--- src/rtl/edge_pix_out_serdes_if.sv ---
// Bus interface for edge_pix_out_serdes.
//   i_pix_data/i_vsync/i_hsync/i_de/i_valid : pixel word plus sync flags from the core
//   i_clr_err                               : clears the sticky underrun flag
//   o_ready                                 : FIFO can accept a word this cycle
//   o_pix_data/o_vsync/o_hsync/o_de         : pad lanes and flags of the word being emitted
//   o_pclk/o_beat0/o_underrun               : pixel clock, beat-0 marker, sticky error
// master = core side (drives i_*), slave = serializer (drives o_*).
interface edge_pix_out_serdes_if #(
    parameter int unsigned DATA_W = 24,
    parameter int unsigned PAD_W  = 12
);
    logic [DATA_W-1:0] i_pix_data;
    logic              i_vsync;
    logic              i_hsync;
    logic              i_de;
    logic              i_valid;
    logic              i_clr_err;
    logic              o_ready;
    logic [PAD_W-1:0]  o_pix_data;
    logic              o_vsync;
    logic              o_hsync;
    logic              o_de;
    logic              o_pclk;
    logic              o_beat0;
    logic              o_underrun;

    modport master (
        output i_pix_data, i_vsync, i_hsync, i_de, i_valid, i_clr_err,
        input  o_ready, o_pix_data, o_vsync, o_hsync, o_de, o_pclk, o_beat0, o_underrun
    );

    modport slave (
        input  i_pix_data, i_vsync, i_hsync, i_de, i_valid, i_clr_err,
        output o_ready, o_pix_data, o_vsync, o_hsync, o_de, o_pclk, o_beat0, o_underrun
    );
endinterface

--- src/rtl/edge_pix_out_serdes.sv ---
// Pixel output serializer: buffers {vsync,hsync,de,data} words in a small FIFO and emits
// each word over PAD_W pad lanes in BEATS beats, LSB slice first, with a generated pixel
// clock (CLK_DIV core cycles per beat). When no word is available at a word boundary a
// blank word (data 0, de 0, syncs held) is sent; starving an active (de=1) stream raises
// a sticky underrun flag.
// Ports:
//   clk   : core clock, all logic on the rising edge
//   rst_n : asynchronous active-low reset
//   bus   : slave side of edge_pix_out_serdes_if (input word/handshake, pad outputs)
module edge_pix_out_serdes #(
    parameter int unsigned DATA_W  = 24,
    parameter int unsigned PAD_W   = 12,
    parameter int unsigned DEPTH   = 4,
    parameter int unsigned CLK_DIV = 2
) (
    input  logic                 clk,
    input  logic                 rst_n,
    edge_pix_out_serdes_if.slave bus
);
    localparam int unsigned BEATS   = (DATA_W + PAD_W - 1) / PAD_W;
    localparam int unsigned SR_W    = BEATS * PAD_W;
    localparam int unsigned ENTRY_W = DATA_W + 3;
    localparam int unsigned AW      = $clog2(DEPTH);
    localparam int unsigned DIV_W   = $clog2(CLK_DIV);
    localparam int unsigned BEAT_W  = (BEATS > 1) ? $clog2(BEATS) : 1;

    typedef enum logic [0:0] {StIdle, StActive} state_e;

    // FIFO
    logic [ENTRY_W-1:0] mem [DEPTH];
    logic [AW-1:0]      wr_ptr_q, rd_ptr_q;
    logic [AW:0]        count_q;
    logic               full, empty, push, pop;
    logic [ENTRY_W-1:0] rd_entry;

    // Beat timing
    logic [DIV_W-1:0]  div_cnt_q, div_cnt_d;
    logic [BEAT_W-1:0] beat_cnt_q, beat_cnt_d;
    logic              div_last, beat_last, word_end;

    // FSM and datapath
    state_e            state_q, state_d;
    logic              load_word, load_blank;
    logic [SR_W-1:0]   word_ext;
    logic [SR_W-1:0]   sr_q;
    logic [PAD_W-1:0]  pix_q;
    logic              vsync_q, hsync_q, de_q, pclk_q, beat0_q, underrun_q;

    assign full  = (count_q == (AW + 1)'(DEPTH));
    assign empty = (count_q == '0);
    // Pop decision uses the registered count, so a word pushed this cycle is not poppable
    // until the next one.
    assign push  = bus.i_valid && !full;
    assign pop   = load_word;

    assign rd_entry = mem[rd_ptr_q];
    assign word_ext = SR_W'(rd_entry[DATA_W-1:0]);

    always_ff @(posedge clk) begin
        if (push) begin
            mem[wr_ptr_q] <= {bus.i_vsync, bus.i_hsync, bus.i_de, bus.i_pix_data};
        end
    end

    always_ff @(posedge clk or negedge rst_n) begin
        if (!rst_n) begin
            wr_ptr_q <= '0;
            rd_ptr_q <= '0;
            count_q  <= '0;
        end else begin
            if (push) wr_ptr_q <= wr_ptr_q + AW'(1);
            if (pop)  rd_ptr_q <= rd_ptr_q + AW'(1);
            case ({push, pop})
                2'b10:   count_q <= count_q + (AW + 1)'(1);
                2'b01:   count_q <= count_q - (AW + 1)'(1);
                default: count_q <= count_q;
            endcase
        end
    end

    // Free-running beat timing, independent of FIFO contents.
    assign div_last  = (div_cnt_q == DIV_W'(CLK_DIV - 1));
    assign beat_last = (beat_cnt_q == BEAT_W'(BEATS - 1));
    assign word_end  = div_last && beat_last;

    always_comb begin
        div_cnt_d  = div_last ? '0 : div_cnt_q + DIV_W'(1);
        beat_cnt_d = beat_cnt_q;
        if (div_last) begin
            beat_cnt_d = beat_last ? '0 : beat_cnt_q + BEAT_W'(1);
        end
    end

    always_comb begin
        state_d    = state_q;
        load_word  = 1'b0;
        load_blank = 1'b0;
        if (word_end) begin
            if (!empty) begin
                state_d   = StActive;
                load_word = 1'b1;
            end else begin
                state_d    = StIdle;
                load_blank = 1'b1;
            end
        end
    end

    always_ff @(posedge clk or negedge rst_n) begin
        if (!rst_n) begin
            state_q    <= StIdle;
            div_cnt_q  <= '0;
            beat_cnt_q <= '0;
            sr_q       <= '0;
            pix_q      <= '0;
            vsync_q    <= 1'b0;
            hsync_q    <= 1'b0;
            de_q       <= 1'b0;
            pclk_q     <= 1'b0;
            beat0_q    <= 1'b1;
            underrun_q <= 1'b0;
        end else begin
            state_q    <= state_d;
            div_cnt_q  <= div_cnt_d;
            beat_cnt_q <= beat_cnt_d;
            // Registered from next-state counters so pclk/beat0 line up with div/beat.
            pclk_q     <= (div_cnt_d >= DIV_W'(CLK_DIV / 2));
            beat0_q    <= (beat_cnt_d == '0);

            if (load_word) begin
                pix_q   <= word_ext[PAD_W-1:0];
                sr_q    <= word_ext >> PAD_W;
                vsync_q <= rd_entry[DATA_W+2];
                hsync_q <= rd_entry[DATA_W+1];
                de_q    <= rd_entry[DATA_W];
            end else if (load_blank) begin
                // Blank word: lanes and de go low, syncs keep their last value.
                pix_q <= '0;
                sr_q  <= '0;
                de_q  <= 1'b0;
            end else if (div_last) begin
                pix_q <= sr_q[PAD_W-1:0];
                sr_q  <= sr_q >> PAD_W;
            end

            // de_q still holds the flag of the word that just finished; set beats clear.
            if (load_blank && de_q) begin
                underrun_q <= 1'b1;
            end else if (bus.i_clr_err) begin
                underrun_q <= 1'b0;
            end
        end
    end

    assign bus.o_ready    = !full;
    assign bus.o_pix_data = pix_q;
    assign bus.o_vsync    = vsync_q;
    assign bus.o_hsync    = hsync_q;
    assign bus.o_de       = de_q;
    assign bus.o_pclk     = pclk_q;
    assign bus.o_beat0    = beat0_q;
    assign bus.o_underrun = underrun_q;
endmodule
--- src/flat_wrapper.sv ---
// flat-port wrapper written by rule: the top's interface ports become plain ports
module edge_pix_out_serdes_flat 
#(
    parameter int unsigned DATA_W  = 24,
    parameter int unsigned PAD_W   = 12,
    parameter int unsigned DEPTH   = 4,
    parameter int unsigned CLK_DIV = 2
)
  (clk, rst_n, bus_i_pix_data, bus_i_vsync, bus_i_hsync, bus_i_de, bus_i_valid, bus_i_clr_err, bus_o_ready, bus_o_pix_data, bus_o_vsync, bus_o_hsync, bus_o_de, bus_o_pclk, bus_o_beat0, bus_o_underrun);
  edge_pix_out_serdes_if #(.DATA_W(DATA_W), .PAD_W(PAD_W)) bus_i ();
  input  logic clk;
  input  logic rst_n;
  input wire logic [$bits(bus_i.i_pix_data)-1:0] bus_i_pix_data;
  input wire logic [$bits(bus_i.i_vsync)-1:0] bus_i_vsync;
  input wire logic [$bits(bus_i.i_hsync)-1:0] bus_i_hsync;
  input wire logic [$bits(bus_i.i_de)-1:0] bus_i_de;
  input wire logic [$bits(bus_i.i_valid)-1:0] bus_i_valid;
  input wire logic [$bits(bus_i.i_clr_err)-1:0] bus_i_clr_err;
  output wire logic [$bits(bus_i.o_ready)-1:0] bus_o_ready;
  output wire logic [$bits(bus_i.o_pix_data)-1:0] bus_o_pix_data;
  output wire logic [$bits(bus_i.o_vsync)-1:0] bus_o_vsync;
  output wire logic [$bits(bus_i.o_hsync)-1:0] bus_o_hsync;
  output wire logic [$bits(bus_i.o_de)-1:0] bus_o_de;
  output wire logic [$bits(bus_i.o_pclk)-1:0] bus_o_pclk;
  output wire logic [$bits(bus_i.o_beat0)-1:0] bus_o_beat0;
  output wire logic [$bits(bus_i.o_underrun)-1:0] bus_o_underrun;
  assign bus_i.i_pix_data = bus_i_pix_data;
  assign bus_i.i_vsync = bus_i_vsync;
  assign bus_i.i_hsync = bus_i_hsync;
  assign bus_i.i_de = bus_i_de;
  assign bus_i.i_valid = bus_i_valid;
  assign bus_i.i_clr_err = bus_i_clr_err;
  assign bus_o_ready = bus_i.o_ready;
  assign bus_o_pix_data = bus_i.o_pix_data;
  assign bus_o_vsync = bus_i.o_vsync;
  assign bus_o_hsync = bus_i.o_hsync;
  assign bus_o_de = bus_i.o_de;
  assign bus_o_pclk = bus_i.o_pclk;
  assign bus_o_beat0 = bus_i.o_beat0;
  assign bus_o_underrun = bus_i.o_underrun;
  edge_pix_out_serdes #(.DATA_W(DATA_W), .PAD_W(PAD_W), .DEPTH(DEPTH), .CLK_DIV(CLK_DIV)) u_core (.clk(clk), .rst_n(rst_n), .bus(bus_i));
endmodule
--- config.mk ---
export PLATFORM = sky130hd
export DESIGN_NAME = edge_pix_out_serdes_flat
export DESIGN_NICKNAME = d
export VERILOG_FILES = /design/src/rtl/edge_pix_out_serdes_if.sv /design/src/rtl/edge_pix_out_serdes.sv /design/src/flat_wrapper.sv
export SDC_FILE = /design/constraint.sdc
export NUM_CORES = 1
export LEC_CHECK = 0
export CAP_MARGIN = 20
export CORE_MARGIN = 2
export CORE_UTILIZATION = 40
export DETAILED_ROUTE_END_ITERATION = 8
export PLACE_DENSITY = 0.58
export REMOVE_ABC_BUFFERS = 1
export SYNTH_ARGS = -nofsm -noshare
export SYNTH_HDL_FRONTEND = slang
export SYNTH_SLANG_ARGS = --single-unit
--- constraint.sdc ---
create_clock -name clk -period 5.8 [get_ports clk]
set_input_delay 0.87 -clock clk [delete_from_list [all_inputs] [get_ports clk]]
set_output_delay 0.87 -clock clk [all_outputs]
set_load 0.01 [all_outputs]
==> results of run 1 <==
## logic make-up after synthesis
logic type      after synthesis
buf+inv                      23
xor+xnor                      6
fa+ha+maj                     7
compound gates               27
mux                          43
simple gates                 24
flops                       146
## synth_stat cells, types with 2 or more instances
cell	n
o21ai_0	14
and3_2	4
clkbuf_1	3
mux2i_1	13
a22o_1	12
buf_2	8
nand2_1	14
dfrtp_1	37
buf_6	2
xnor2_1	3
xor2_1	3
inv_1	10
edfxtp_1	108
mux4_2	27
ha_1	6
mux2_2	2
nor2_1	2
## stage by stage
stage | util [%] | setup slack, ns | instance area [sq um]
5_1_grt | 50.34 | 2.720 | 6745
6_report | 50.34 | 2.979 | 6745
3_3_place_gp | 46.14 | 2.977 | 6183
4_1_cts | 50.19 | 2.910 | 6725
2_1_floorplan | - | 2.999 | 5461
3_5_place_dp | 46.14 | 2.912 | 6183
## layout by cell type, fill, tap and decap left out, drive strengths merged
master         instances
a22o                  12
and2                   1
and3                   4
buf                    4
bufinv                 1
clkbuf                22
clkdlybuf4s50         48
clkinv                 6
clkinvlp               3
dfrtp                 37
dfstp                  1
edfxtp               108
fa                     1
ha                     6
inv                   10
mux2                   3
mux2i                 13
mux4                  27
nand2                 14
nand3                  1
nor2                   2
nor3                   1
o21ai                 14
o31a                   1
or3b                   1
xnor2                  3
xor2                   3
## routing by layer
layer,vias up,track usage [%]
met1,1346,18.92
met4,0,5.388
met3,11,4.728
li1,1198,-
met5,-,0
met2,54,23.24
## flip-flops by register name, summed over array words and instances (netlist names), 2 cells and up
register	cells
u_core.bus.o_pix_data	12
u_core.count_q	3
u_core.mem	108
u_core.rd_ptr_q	2
u_core.sr_q	12
u_core.wr_ptr_q	2
## area by class of cell
class | count | area [sq um]
Fill cell | 1115 | 6655
Sequential cell | 146 | 4197
Multi-Input combinational cell | 107 | 1229
Timing Repair Buffer | 52 | 520.5
Clock buffer | 22 | 454.2
Tap cell | 176 | 220.2
Clock inverter | 10 | 87.58
Inverter | 10 | 37.54
## power groups by stage
stage / clock, mW / combinational [mW] / sequential, mW
after floorplan: 0 / 0.401 / 1.60
after global placement: 0 / 0.688 / 1.62
after detailed placement: 0 / 0.693 / 1.63
after CTS: 1.01 / 0.694 / 1.62
after global routing: 1.06 / 0.790 / 1.61
final: 0.988 / 0.721 / 1.57
## path summary, 6_finish.rpt
| kind | slack (ns) | startpoint | endpoint |
|---|---|---|---|
| min reg2reg | 0.50 | u_core.sr_q[11] | u_core.sr_q[11] |
| min | 0.50 | u_core.sr_q[11] | u_core.sr_q[11] |
| max reg2reg | 2.98 | u_core.div_cnt_q | u_core.count_q[2] |
| max in group asynchronous | 4.60 | rst_n | u_core.rd_ptr_q[0] |
| min in group asynchronous | 0.58 | rst_n | u_core.bus.o_pix_data[5] |
| max | 2.98 | u_core.div_cnt_q | u_core.count_q[2] |
==> flow_summary_export.csv, run 1 <==
group,metric,value,unit
sta,hold_viol,0,
synth,synthMuxAreaShare,14.01,%
sta,final.period_utilization,48.64,%
pwr,ir_worst_vdd,329.5,uV
synth,synthesis.area,5535,sq um
floorplanning,row_count,42,
pwr,combPwrFrac,22.0,%
pwr,finalPower,3.283,mW
global_route,grt-ovfl-total,0,
worst_setup_path,worst_path_largest_cell_delay,0.70,ns
synth,ys.flop_type,"edfxtp_1",
detailed_routing,first_iter_violations,221,
synth,synth_top_area_share,58.59,%
detailed_routing,wl_met1,4410,um
synth,syn-instance-count,276,
clock_network,cts_setup_buffers,0,
synth,synth_area_leaders,"edfxtp_1, dfrtp_1, mux4_2",
synth,synthXorXnorAreaFrac,0.9494,%
placement,post-dp-hpwl,5532,um
clock_network,cts_resized,0,
pwr,p_switching,868.6,uW
synth,synth-compound-area-share,3.345,%
detailed_routing,routed_wl,9662,um
sta,tns,0,ns
synth,post_synth.cell_area_avg,20.06,sq um
finish,diodes,0,
synth,synthAdderAreaFrac,1.718,%
sta,fmax,354.5,MHz
placement,place.gp.congestion,0.6747,
clock_network,clkSinkCount,146,
synth,synthSimpleGateAreaFrac,2.170,%
detailed_routing,met2_length,4756,um
detailed_routing,vias_per_cell,4.989,
finish,drive_gt1_share,19.88,%
worst_setup_path,cp_top_family,"adder cells",
floorplanning,design.core.area,13400,sq um
sta,worst_pin_slew,1.099,ns
synth,yosys_register_bits,146,
synth,synthArstFlopShare,26.03,%
worst_setup_path,cp_cell_sequence,"ha_1 -> o31a_2 -> ha_1 -> inv_1 -> fa_1 -> xor2_1 -> nor2_1 -> xor2_1",
synth,synth_top_family_by_area,"multiplexers",
finish,final_cells,523,
clock_network,cts_root_buf,"clkbuf_16",
detailed_routing,ant_nets,0,
global_route,antenna_found_initial,0,
synth,yosysTopAreaCell,"edfxtp_1",
detailed_routing,vias,2609,
min_path,min_path_type,"reg -> reg",
detailed_routing,drtPass1Iterations,4,
pwr,p_int,2.414,mW
sta,final-setup-viol-count,0,
floorplanning,io_pins,50,
sta,slew_headroom,26.49,%
pwr,netSwitchingFraction,26.46,%
clock_network,clk_latency,0.41,ns
pwr,p_seq_share,47.9,%
floorplanning,die_h,121.6,um
min_path,hold_depth,1,
detailed_routing,avgRoutedWirePerCell,18.47,um
worst_setup_path,crit_fanout,30,
detailed_routing,wl_met3,378,um
sta,clock-skew-final,0.008593,ns
worst_setup_path,crit_arrival,3.15,ns
worst_setup_path,cp_num_buf_inv,1,
pwr,pwr-share-clk,30.1,%
global_route,grt_pass1_wl,15500,um
synth,synth_edf_count,108,
synth,synth_cell_types,25,
finish,layout.nets,372,
placement,place_inst,490,
global_route,grt_pass1_vias,2834,
worst_setup_path,crit_path_end_kind,"flop",
clock_network,clk_pin_slew,0.05,ns
synth,ys_warn_count,0,
sta,holdWs,0.5030,ns
outcome,outcome,"completed",
floorplanning,dieArea,14800,sq um
worst_setup_path,required,6.13,ns
synth,ys_seq_area_share,75.79,%
clock_network,cts_hold_buf,0,
detailed_routing,top_layer,"met4",
global_route,grt.total_usage,14.61,%
pwr,power_density,486.6,nW/um^2
detailed_routing,drc,0,
sta,finalMaxSlewViolations,0,
clock_network,cts-buffers-inserted,17,
clock_network,clockBufferDepth,2,
sta,fin_crit,2.821,ns
worst_setup_path,worst-setup-path-type,"reg -> reg",
clock_network,htreeDepth,4,
worst_setup_path,path_depth,8,
floorplanning,die_w,121.6,um
clock_network,cts_tree,"done",
worst_setup_path,cp_slowest_cell,"o31a_2",
worst_setup_path,cp-start-kind,"flop",
floorplanning,start_util,41.31,%
pwr,leakage,2.449,nW
global_route,grt_max_degree,39,
worst_setup_path,r2r.worst_path.cells,8,
finish,syn2layout_area_growth,21.86,%
job,maxCapViolCount,0,
placement,io_buffers,49,
sta,rsz0062_at_grt,"false",
No activity file was read; power rests on OpenSTA's default activity.
==> inputs of run 2 (changes only) <==
PLACE_DENSITY = 0.6   (was 0.58)
clock period = 2.3 ns   (was 5.8 ns; I/O delays follow)
==> run 2 against run 1 <==
  * Global-route usage grew 0.11 points
  * Die area is the same
  * Total power grew to 2.6 times the previous value
  * Fmax grew 29%
  * Non-clock buffer count grew 14
  * Worst setup slack lost 2.9 ns
  * Register-to-register slack lost 2.9 ns
  * Worst hold slack lost 0.45 ns
  * Sequential share of layout area shrank 1.7 points
  * Count of clock-buffer cells in the layout shrank 4
  * Clock power grew to 2.6 times the previous value
  * Flip-flop and latch count is the same
  * Largest power group unchanged
==> flow_summary_export.csv, run 2 (synthesis results as in run 1) <==
group,metric,value,unit
outcome,outcome,"completed",
global_route,grt_max_degree,39,
global_route,busiest_layer,"met2",
global_route,grt-ovfl-total,0,
sta,tns,0,ns
clock_network,cts_root_buf,"clkbuf_16",
pwr,leakage,2.537,nW
floorplanning,start_util,41.31,%
clock_network,clk_pin_slew,0.06,ns
sta,worst_pin_slew,0.8599,ns
finish,drive_gt1_share,24.65,%
finish,final_common_cell,"edfxtp_1",
detailed_routing,first_iter_violations,144,
finish,diodes,0,
floorplanning,die_w,121.6,um
worst_setup_path,required,2.63,ns
placement,io_buffers,49,
sta,slew_headroom,42.67,%
floorplanning,io_pins,50,
sta,holdWs,0.05249,ns
global_route,grt_pass1_wl,15630,um
clock_network,clockBufferDepth,2,
pwr,power_density,1235,nW/um^2
global_route,antenna_found_initial,0,
global_route,grt_use_met1,19.10,%
worst_setup_path,worst-setup-path-type,"reg -> reg",
placement,post-dp-hpwl,5802,um
clock_network,htreeDepth,4,
placement,place_inst,500,
global_route,grt_use_met2,23.77,%
clock_network,cts_hold_buf,0,
finish,largest_register_ffs,108,
detailed_routing,vias_per_cell,5.034,
detailed_routing,routed_wl,9924,um
pwr,ir_worst_vdd,621.1,uV
detailed_routing,drc,0,
detailed_routing,vias,2703,
floorplanning,dieArea,14800,sq um
sta,clock-skew-final,0.01184,ns
worst_setup_path,cp-start-kind,"flop",
floorplanning,design.core.area,13400,sq um
clock_network,cts-buffers-inserted,17,
global_route,grt.total_usage,14.72,%
floorplanning,die_h,121.6,um
finish,final_cells,537,
sta,fin_crit,2.192,ns
sta,hold_viol,0,
worst_setup_path,worst_path_largest_cell_delay,0.44,ns
finish,post-route-util,51.76,%
clock_network,clkSinkCount,146,
job,maxCapViolCount,0,
detailed_routing,avgRoutedWirePerCell,18.48,um
clock_network,clk_latency,0.41,ns
worst_setup_path,crit_path_end_kind,"flop",
finish,layout.nets,386,
worst_setup_path,cp_cell_sequence,"or3b_4 -> and2_4 -> inv_1 -> ha_2 -> inv_1 -> fa_1 -> xor2_1 -> nor2_1 -> xor2_1",
min_path,min_path_type,"in -> async",
sta,final-setup-viol-count,0,
sta,fmax,456.1,MHz
floorplanning,row_count,42,
clock_network,cts_tree,"done",
finish,final_cell_mix,"edfxtp_1, clkdlybuf4s50_1, dfrtp_1, mux4_2, clkbuf_16",
global_route,grt_pass1_vias,2784,
worst_setup_path,crit_fanout,5,
worst_setup_path,cp_slowest_cell,"dfrtp_2",
placement,place.gp.congestion,0.6703,
detailed_routing,drtPass1Iterations,4,
finish,final_area,6937,sq um
global_route,use_met3,4.728,%
finish,largest-register,"u_core.mem",
detailed_routing,ant_nets,0,
placement,placed_area,6321,sq um
worst_setup_path,crit_arrival,2.53,ns
sta,final.period_utilization,95.32,%
finish,syn2layout_area_growth,25.32,%
sta,finalMaxSlewViolations,0,
==> run 2: changes by cell type in the layout (fill, tap and decap cells not counted), moves of 3 or more <==
cell / change
buf_12: +4
clkinvlp_4: +3
buf_4: +9
clkbuf_1: -3
==> run 2: repair_timing <==
item | in CTS | in global routing
setup endpoints to repair | 0 | 1
setup buffers | 0 | 4
resized for setup | 0 | 2
==> run 2: critical path, delay by kind of cell (launching register included) <==
family	cells	cell delay, ns
flip-flops	1	0.44
AND/OR/NAND/NOR	3	0.75
buffers and inverters	2	0.10
adder cells (fa/ha/maj)	2	0.53
XOR/XNOR	2	0.30
==> run 2: report_power, final <==
part           switching, mW  total [mW]  internal (mW)
clock network           1.02        2.61           1.59
logic                  0.953        2.11           1.16
registers              0.288        3.85           3.56
total                   2.26        8.56           6.30
==> run 2: per-stage QoR <==
stage,setup slack (ns),total power [mW]
global placement,0.1903,5.957
CTS,0.1119,8.645
global route,-0.01196,9.001
floorplan,-0.5009,5.048
detailed placement,0.1304,6.014
finish,0.1076,8.565
==> run 2: layout make-up <==
| class | instances | area, sq um |
|---|---|---|
| fillers | 1100 | 6464 |
| flip-flops and latches | 146 | 4198 |
| multi-input cells | 107 | 1231 |
| repair buffers | 66 | 679.4 |
| clock buffers | 18 | 429.2 |
| well taps | 176 | 220.2 |
| clock inverters | 14 | 141.4 |
| inverters | 10 | 37.54 |
==> run 2: metal layers <==
layer | vias up | part of all wire (%)
li1 | 1227 | -
met4 | 0 | 0.88
met3 | 5 | 3.9
met1 | 1422 | 44
met5 | - | 0
met2 | 49 | 51
==> run 2: worst paths after layout <==
| kind | start | to | slack, ns | cells after the start |
|---|---|---|---|---|
| min in group clk | u_core.sr_q[10] | u_core.sr_q[10] | 0.50 | 1 |
| worst max register to register | u_core.count_q[0] | u_core.count_q[2] | 0.11 | 9 |
| max in group asynchronous | rst_n | u_core.rd_ptr_q[0] | 1.65 | 1 |
| worst max-delay path | u_core.count_q[0] | u_core.count_q[2] | 0.11 | 9 |
| worst min-delay path | rst_n | u_core.bus.o_pix_data[5] | 0.05 | 1 |
| worst min register to register | u_core.sr_q[10] | u_core.sr_q[10] | 0.50 | 1 |
==> inputs of run 3 (changes only) <==
CORE_UTILIZATION = 51   (was 40)
PLACE_DENSITY = 0.74   (was 0.6)
==> run 3 against run 2 <==
  * Via count is 2.1% higher
  * Total power is 0.70% higher
  * Global-route usage is 4.4 points higher
  * Non-clock buffer count is 4 lower
  * Clock power is 3% higher
  * Critical path type unchanged
  * Largest cell class unchanged
  * Largest power group unchanged
==> flow_summary_export.csv, run 3 (synthesis results as in run 1) <==
group,metric,value,unit
outcome,outcome,"completed",
worst_setup_path,regToRegEndpoint,"u_core.count_q[2]",
finish,fillers,747,
floorplanning,die_w,108.2,um
floorplanning,design.core.area,10700,sq um
worst_setup_path,r2r.worst_path.cells,9,
global_route,grt_pass1_wl,16000,um
sta,fin_crit,2.212,ns
detailed_routing,ant_nets,0,
detailed_routing,vias_per_cell,5.553,
finish,largest_register_ffs,108,
finish,layout.nets,382,
worst_setup_path,cp-start-kind,"flop",
worst_setup_path,crit_fanout,6,
clock_network,clk_pin_slew,0.06,ns
detailed_routing,routed_wl,9909,um
finish,largest-register,"u_core.mem",
floorplanning,row_count,38,
finish,multi_input_area,1229,sq um
worst_setup_path,critical_path.startpoint,"u_core.count_q[0]",
detailed_routing,top_layer,"met4",
global_route,antenna_found_initial,0,
pwr,leakage,2.542,nW
detailed_routing,drtPass1Iterations,7,
detailed_routing,wl_met3,406,um
floorplanning,start_util,51.74,%
worst_setup_path,worst-setup-path-type,"reg -> reg",
pwr,ir_worst_vdd,546.5,uV
detailed_routing,first_iter_violations,158,
detailed_routing,vias,2760,
floorplanning,die_h,108.2,um
clock_network,clkSinkCount,146,
clock_network,clockBufferDepth,2,
detailed_routing,drc,0,
detailed_routing,avgRoutedWirePerCell,19.94,um
worst_setup_path,required,2.72,ns
global_route,grt_pass1_vias,2986,
finish,final_cell_mix,"edfxtp_1, clkdlybuf4s50_1, dfrtp_1, mux4_2, clkbuf_16",
pwr,finalPower,8.624,mW
worst_setup_path,cp_slowest_cell,"dfrtp_2",
finish,syn2layout_area_growth,24.19,%
sta,finalMaxSlewViolations,0,
clock_network,cts_tree,"done",
floorplanning,io_pins,50,
sta,rsz0062_at_grt,"false",
sta,fmax,452.2,MHz
finish,diodes,0,
clock_network,htreeDepth,4,
finish,drive_gt1_share,22.69,%
sta,slew_headroom,33.87,%
sta,clock-skew-final,0.008653,ns
clock_network,cts-buffers-inserted,17,
clock_network,cts_setup_buffers,0,
placement,place.gp.congestion,0.7446,
clock_network,clk_latency,0.51,ns
sta,worst_pin_slew,0.9883,ns
clock_network,cts_root_buf,"clkbuf_8",
finish,final_common_cell,"edfxtp_1",
job,maxCapViolCount,0,
global_route,grt_max_degree,30,
sta,final.period_utilization,96.16,%
pwr,power_density,1255,nW/um^2
worst_setup_path,crit_path_end_kind,"flop",
worst_setup_path,worst_path_largest_cell_delay,0.43,ns
global_route,grt.total_usage,19.15,%
placement,post-dp-hpwl,5588,um
min_path,min_path_type,"in -> async",
sta,tns,0,ns
floorplanning,dieArea,11700,sq um
worst_setup_path,reg2reg_slack,0.09,ns
global_route,grt-ovfl-total,0,
placement,io_buffers,49,
sta,final-setup-viol-count,0,
worst_setup_path,cp_cell_sequence,"or3b_4 -> and2_4 -> inv_1 -> ha_1 -> inv_1 -> fa_1 -> xor2_1 -> nor2_1 -> xor2_1",
detailed_routing,wl_met1,4178,um
worst_setup_path,r2r-start,"u_core.count_q[0]",
detailed_routing,met2_length,5227,um
finish,register_area,4198,sq um
worst_setup_path,crit_arrival,2.63,ns
sta,hold_viol,0,
run 3: cell count changes in the layout (fill, tap and decap cells not counted):
cell	change
clkinvlp_4	-5
buf_4	-4
clkbuf_1	+3
clkbuf_8	+3
buf_6	-1
bufinv_16	+1
clkbuf_16	-1
clkinv_1	-1
dlygate4sd3_1	+1
ha_1	+1
ha_2	-1
run 3: stage by stage:
stage | hold WS, ns | std cells | instance area [sq um] | util, % | worst slack (ns)
6_report | 0.3971 | 497 | 6874 | 64.26 | 0.08835
3_5_place_dp | 0.4142 | 464 | 6276 | 58.67 | 0.09383
4_1_cts | 0.3997 | 497 | 6873 | 64.25 | 0.07817
5_1_grt | 0.4025 | 497 | 6874 | 64.26 | 0.0004916
3_3_place_gp | 0.4094 | 464 | 6276 | 58.67 | 0.1959
2_1_floorplan | 0.04941 | 263 | 5461 | - | -0.5009
run 3: power by group:
group          total, mW  internal (mW)  switching (mW)
Combinational       2.02           1.12           0.894
Sequential          3.92           3.56           0.357
Clock               2.69           1.71           0.985
Total               8.62           6.39            2.24
run 3: worst max path at each step:
stage | endpoint | slack [ns] | cells after the start
floorplan | u_core.count_q[2] | -0.50 | 8
global placement | u_core.count_q[2] | 0.20 | 9
detailed placement | u_core.count_q[2] | 0.09 | 9
CTS | u_core.count_q[2] | 0.08 | 9
global route | u_core.count_q[2] | 0.0005 | 9
finish | u_core.count_q[2] | 0.09 | 9
run 3: worst max-delay path, delay by kind of cell, from the launching register on:
| family | cells | cell delay, ns |
|---|---|---|
| XOR/XNOR | 2 | 0.33 |
| buffers and inverters | 2 | 0.11 |
| AND/OR/NAND/NOR | 3 | 0.72 |
| flip-flops | 1 | 0.43 |
| adder cells (fa/ha/maj) | 2 | 0.53 |
run 3: what timing repair did:
item                       in CTS  in global routing
resized for setup               0                  1
setup endpoints to repair       0                  1
hold buffers                    1                  0
hold endpoints to repair       26                  0
run 3: cell type report:
| type | count | share of cell area, % |
|---|---|---|
| Inverter | 10 | 0.5461 |
| Sequential cell | 146 | 61.07 |
| Timing Repair Buffer | 62 | 9.428 |
| Clock buffer | 23 | 6.644 |
| Clock inverter | 9 | 1.893 |
| Multi-Input combinational cell | 107 | 17.87 |
| Tap cell | 140 | 2.548 |
run 3: per-layer routing:
layer  up-vias  global-route usage (%)
li1       1220                       -
met4         0                   6.868
met1      1447                   24.74
met5         -                       0
met2        83                   32.12
met3        10                   4.521
